## config.mk

```make
export PLATFORM = sky130hd
export DESIGN_NAME = forwarding_controller
export DESIGN_NICKNAME = d
export VERILOG_FILES = /design/src/rtl/forwarding_controller_pkg.sv /design/src/rtl/forwarding_controller_fwd_select.sv /design/src/rtl/forwarding_controller.sv
export SDC_FILE = /design/constraint.sdc
export NUM_CORES = 1
export LEC_CHECK = 0
export BUFFER_PORTS_ARGS = -buffer_cell sky130_fd_sc_hd__buf_2
export CORE_ASPECT_RATIO = 0.75
export CORE_MARGIN = 5
export CORE_UTILIZATION = 50
export DETAILED_ROUTE_END_ITERATION = 12
export PLACE_DENSITY = 0.72
export SLEW_MARGIN = 20
export SYNTH_ARGS = -nofsm -noshare
export SYNTH_HDL_FRONTEND = slang
export SYNTH_SLANG_ARGS = --single-unit
export TNS_END_PERCENT = 1
```

## constraint.sdc

```tcl
create_clock -name clk -period 2 [get_ports clk]
set_clock_uncertainty 0.15 [all_clocks]
set_input_delay 0.4 -clock clk [delete_from_list [all_inputs] [get_ports clk]]
set_output_delay 0.4 -clock clk [all_outputs]
set_load 0.02 [all_outputs]
```

## src/rtl/forwarding_controller_pkg.sv

```systemverilog
// Shared select encodings and defaults for the EX-stage operand forwarding controller.
package forwarding_controller_pkg;

  localparam int REG_AW_DEFAULT = 5;
  localparam int CNT_W_DEFAULT  = 16;

  typedef enum logic [1:0] {
    FWD_REGFILE = 2'd0,
    FWD_WB      = 2'd1,
    FWD_ALU     = 2'd2
  } fwd_sel_e;

  // The MEM hit takes priority because it is the youngest producer of the register.
  function automatic logic [1:0] fwd_encode(input logic mem_hit, input logic wb_hit);
    logic [1:0] sel;
    if (mem_hit) begin
      sel = FWD_ALU;
    end else if (wb_hit) begin
      sel = FWD_WB;
    end else begin
      sel = FWD_REGFILE;
    end
    return sel;
  endfunction

endpackage

```

## src/rtl/forwarding_controller_fwd_select.sv

```systemverilog
// Pure comparator: picks one operand's forwarding select from the MEM and WB destination tags.
module forwarding_controller_fwd_select
  import forwarding_controller_pkg::*;
#(
  parameter int REG_AW = REG_AW_DEFAULT
) (
  input  logic [REG_AW-1:0] src_i,
  input  logic              mem_v_i,
  input  logic              mem_rw_i,
  input  logic              mem_mr_i,
  input  logic [REG_AW-1:0] mem_rd_i,
  input  logic              wb_v_i,
  input  logic              wb_rw_i,
  input  logic [REG_AW-1:0] wb_rd_i,
  output logic [1:0]        sel_o
);

  logic src_nonzero;
  logic mem_hit;
  logic wb_hit;

  assign src_nonzero = (src_i != '0);

  // A load in MEM has no value yet; its match is suppressed so the select falls through to WB.
  assign mem_hit = mem_v_i & mem_rw_i & ~mem_mr_i & src_nonzero & (mem_rd_i == src_i);
  assign wb_hit  = wb_v_i & wb_rw_i & src_nonzero & (wb_rd_i == src_i);

  assign sel_o = fwd_encode(mem_hit, wb_hit);

endmodule

```

## src/rtl/forwarding_controller.sv

```systemverilog
// Shadow EX/MEM/WB tag pipeline driving the operand forwarding selects and the load-use stall.
module forwarding_controller
  import forwarding_controller_pkg::*;
#(
  parameter int REG_AW = REG_AW_DEFAULT,
  parameter int CNT_W  = CNT_W_DEFAULT
) (
  input  logic              clk,
  input  logic              rst_n,
  input  logic              id_valid,
  input  logic [REG_AW-1:0] id_rs,
  input  logic [REG_AW-1:0] id_rt,
  input  logic [REG_AW-1:0] id_rd,
  input  logic              id_reg_write,
  input  logic              id_mem_read,
  input  logic              freeze,
  input  logic              flush,
  output logic [1:0]        fwd_a,
  output logic [1:0]        fwd_b,
  output logic              load_use_stall,
  output logic [CNT_W-1:0]  stall_count
);

  logic              ex_v_q,  ex_v_d;
  logic [REG_AW-1:0] ex_rs_q, ex_rs_d;
  logic [REG_AW-1:0] ex_rt_q, ex_rt_d;
  logic [REG_AW-1:0] ex_rd_q, ex_rd_d;
  logic              ex_rw_q, ex_rw_d;
  logic              ex_mr_q, ex_mr_d;

  logic              mem_v_q;
  logic [REG_AW-1:0] mem_rd_q;
  logic              mem_rw_q;
  logic              mem_mr_q;

  logic              wb_v_q;
  logic [REG_AW-1:0] wb_rd_q;
  logic              wb_rw_q;

  logic [CNT_W-1:0]  stall_cnt_q, stall_cnt_d;
  logic              insert_bubble;

  assign load_use_stall = id_valid & ex_v_q & ex_mr_q & ex_rw_q & (ex_rd_q != '0)
                        & ((ex_rd_q == id_rs) | (ex_rd_q == id_rt));

  assign insert_bubble = load_use_stall | flush;

  // Bubbles also clear their tags so a dead EX slot can never look like a consumer.
  always_comb begin
    ex_v_d  = id_valid;
    ex_rs_d = id_rs;
    ex_rt_d = id_rt;
    ex_rd_d = id_rd;
    ex_rw_d = id_reg_write;
    ex_mr_d = id_mem_read;
    if (insert_bubble) begin
      ex_v_d  = 1'b0;
      ex_rs_d = '0;
      ex_rt_d = '0;
      ex_rd_d = '0;
      ex_rw_d = 1'b0;
      ex_mr_d = 1'b0;
    end
  end

  always_comb begin
    stall_cnt_d = stall_cnt_q;
    if (load_use_stall && (stall_cnt_q != {CNT_W{1'b1}})) begin
      stall_cnt_d = stall_cnt_q + CNT_W'(1);
    end
  end

  always_ff @(posedge clk or negedge rst_n) begin
    if (!rst_n) begin
      ex_v_q      <= 1'b0;
      ex_rs_q     <= '0;
      ex_rt_q     <= '0;
      ex_rd_q     <= '0;
      ex_rw_q     <= 1'b0;
      ex_mr_q     <= 1'b0;
      mem_v_q     <= 1'b0;
      mem_rd_q    <= '0;
      mem_rw_q    <= 1'b0;
      mem_mr_q    <= 1'b0;
      wb_v_q      <= 1'b0;
      wb_rd_q     <= '0;
      wb_rw_q     <= 1'b0;
      stall_cnt_q <= '0;
    end else if (!freeze) begin
      wb_v_q      <= mem_v_q;
      wb_rd_q     <= mem_rd_q;
      wb_rw_q     <= mem_rw_q;
      mem_v_q     <= ex_v_q;
      mem_rd_q    <= ex_rd_q;
      mem_rw_q    <= ex_rw_q;
      mem_mr_q    <= ex_mr_q;
      ex_v_q      <= ex_v_d;
      ex_rs_q     <= ex_rs_d;
      ex_rt_q     <= ex_rt_d;
      ex_rd_q     <= ex_rd_d;
      ex_rw_q     <= ex_rw_d;
      ex_mr_q     <= ex_mr_d;
      stall_cnt_q <= stall_cnt_d;
    end
  end

  assign stall_count = stall_cnt_q;

  logic [REG_AW-1:0] src_tag [2];
  logic [1:0]        sel     [2];

  assign src_tag[0] = ex_rs_q;
  assign src_tag[1] = ex_rt_q;

  for (genvar gi = 0; gi < 2; gi++) begin : g_sel
    forwarding_controller_fwd_select #(
      .REG_AW (REG_AW)
    ) u_sel (
      .src_i    (src_tag[gi]),
      .mem_v_i  (mem_v_q),
      .mem_rw_i (mem_rw_q),
      .mem_mr_i (mem_mr_q),
      .mem_rd_i (mem_rd_q),
      .wb_v_i   (wb_v_q),
      .wb_rw_i  (wb_rw_q),
      .wb_rd_i  (wb_rd_q),
      .sel_o    (sel[gi])
    );
  end

  assign fwd_a = sel[0];
  assign fwd_b = sel[1];

endmodule
```

==> out/results.tsv <==
metric	value	unit
outcome	complete, but fails checks	
failing checks	negative setup slack	
WP data required	1450	ps
Final ANT Viol Nets	0	
top-count cell post-synth	dfrtp_1	
mean post-synth cell area	11.8	sq um
sequential fraction of the synthesis area	48.2	%
CTS root buf	clkbuf_8	
num ports	43	
Layout area overhead	29.8	%
Worst Setup Start Kind	register	
r2r endpoint	stall_count[1]	
n_diodes	0	
r2r setup slk	-20	ps
total number of vias	1989	
Lkg Pwr	1.52	nW
Final Worst Setup Slack	-327	ps
Hold WC Path Type	in -> reg	
post-synth top area cell	dfrtp_1	
hold endpoint	ex_mr_q	
max-slew violations	0	
Least-Margin Pin Slew	983	ps
Most used DFF post-synth	dfrtp_1	
vias in the first global route	1997	
endpoints failing setup	7	
async set-reset flop share out of synthesis	100	%
Yosys reg bits	49	
Final Critical Period	2330	ps
maximum vdd drop	0.506	mV
layout cell share with drive strength beyond 1	43.8	%
hold depth	2	
initial core utilization	51.9	%
# DRC	0	
critical path launch point	ex_rs_q[0]	
chip width	92.4	um
Synth top area share	48.2	%
die area	6630	sq um
worst path arrival time	1780	ps
global-route wire length before repair	10000	um
top cells by count, synth	dfrtp_1, xnor2_1, mux2_2	
CTS clk-pin slew, worst paths	80	ps
maximum net fanout on the critical path	2	
Tcrit/Tclk final	116	%
crit-path max cell delay	530	ps
grt ovf	0	
Synth Instances	216	
initial antenna violation count	0	
pre-CTS WS	-160	ps
Max-Cap Viols	0	
hpwl dp	4630	um
EDFF count, synth	0	
drt first pass iters	4	
core area	4900	sq um
CTS buffer count	5	
YS warnings	0	
top post-synthesis cells by area	dfrtp_1, xnor2_1, mux2_2	
input/output buffers	42	
reg2reg start	ex_rd_q[2]	
Die Height	71.8	um
# clock sinks	49	
# nets final	320	
clock insertion delay at the later pin of the skew report	300	ps
CTS tree	done	
area taken by multi-input logic gates	1320	sq um
syn_nets	239	
Site Rows	22	
DR WL/cell	17.3	um
H-tree Lvls	2	
number of fillers in the final layout	387	
Reg area	1230	sq um
worst r2r path cells	6	
PwrDens	668	nW/um^2
Via density	5.57	
Relative slew margins	34.2	%
largest net degree at the start of global routing	39	
Clock Path Buffers	2	
most numerous cell on the critical path	nor4_2	
CP Capture Type	output pin	
fmax	0.430	GHz
CP Class	reg -> out	
Slowest-stage cell, CP	or4_1	
final WL	6190	um
setup total negative slack	-1360	ps
Netlist cell types	36	
Worst Hold Launch	id_mem_read	
RD Place Congestion	0.848	
final hold vios	0	
ordered list of cells on the worst path	or4_1 > nor2_2 > nor4_2 > nor4_2 > buf_2	
initial DRC count	105	
GRT Total Usage	19.4	%
Cell Area, Synth	2540	sq um
unrepaired setup endpoints after global routing	yes	
-- how the worst max path moves through the flow --
stage | end | slack [ps] | cells after the start
after floorplan | load_use_stall | -150 | 6
after global placement | stall_count[15] | -140 | 6
after detailed placement | stall_count[15] | -160 | 6
after CTS | fwd_a[0] | -340 | 5
after global routing | fwd_a[1] | -470 | 5
final | fwd_a[0] | -330 | 5
-- logic make-up (layout without fill, tap and decap cells) --
| family | after synthesis | count (layout) | synth area share (%) |
|---|---|---|---|
| buf+inv | 13 | 94 | 2.85 |
| compound gates | 20 | 20 | 8.06 |
| fa+ha+maj | 1 | 1 | 0.492 |
| xor+xnor | 44 | 44 | 15.1 |
| mux | 17 | 17 | 7.67 |
| simple gates | 72 | 72 | 17.6 |
| flops | 49 | 49 | 48.2 |
-- metal layers --
metal / GRT usage (%) / wire length (um)
met3: 3.99 / 285
met5: 0 / 0
met4: 6.10 / 87
met1: 28.1 / 3010
met2: 29.2 / 2810
-- repair_timing --
action,CTS,global route
endpoints found under the setup margin,25,27
endpoints found under the hold margin,17,0
resized for setup,8,8
pin swaps,3,3
hold buffers,1,0
buffers inserted,1,0
-- registers in the layout (all words and copies together), names as in the netlist --
| name | count |
|---|---|
| ex_v_q | 1 |
| wb_rd_q | 5 |
| mem_rw_q | 1 |
| ex_rw_q | 1 |
| stall_count | 16 |
| wb_rw_q | 1 |
| mem_mr_q | 1 |
| ex_rs_q | 5 |
| mem_v_q | 1 |
| ex_rd_q | 5 |
| wb_v_q | 1 |
| mem_rd_q | 5 |
| ex_rt_q | 5 |
| ex_mr_q | 1 |
-- layout by cell type, fill, tap and decap left out, types with 2 or more instances in the layout --
cell and instances:
nor2_4 2, nand4b_1 2, xnor2_1 38, nor2_1 7, nand3_1 14, clkbuf_8 5, mux2_2 16, and4_1 2
buf_2 42, xor2_1 5, nand2_1 9, a22o_1 3, nor3_1 2, buf_6 2, buf_12 2, nor3b_1 5
nand4_1 10, a32o_1 14, dfrtp_1 48, or4_4 2, buf_4 36, or4_1 2, nor4_2 5
-- where the power goes --
group	total [W]	internal (W)	switching [W]	leakage (nW)
clock network	0.000677	0.000364	0.000313	0.0540
logic	0.000398	0.000221	0.000177	0.811
registers	0.00113	0.00106	0.0000762	0.652
-- worst max-delay path, delay by kind of cell, from the launching register on --
family	cells	cell delay [ps]
buffers and inverters	1	200
DFF	1	380
and+or+nand+nor	4	890
-- final cells by class --
type                    instances  share of cell area (%)
clock buffers                   5                    2.08
clock inverters                 2                    1.06
inverters                       3                   0.417
multi-input cells             154                    39.8
flip-flops and latches         49                    37.2
well taps                      60                    2.27
repair buffers                 84                    17.2
-- per-stage QoR --
step	instance area, sq um	total power, W	utilization [%]	hold slack (ps)	cells
floorplan	2560	0.00135	-	-45.6	216
global placement	3110	0.00151	63.5	217	348
detailed placement	3110	0.00153	63.5	220	348
CTS	3270	0.00222	66.7	183	357
global route	3300	0.00231	67.4	178	357
finish	3300	0.00221	67.4	190	357
(Power assumes the default switching activity.)
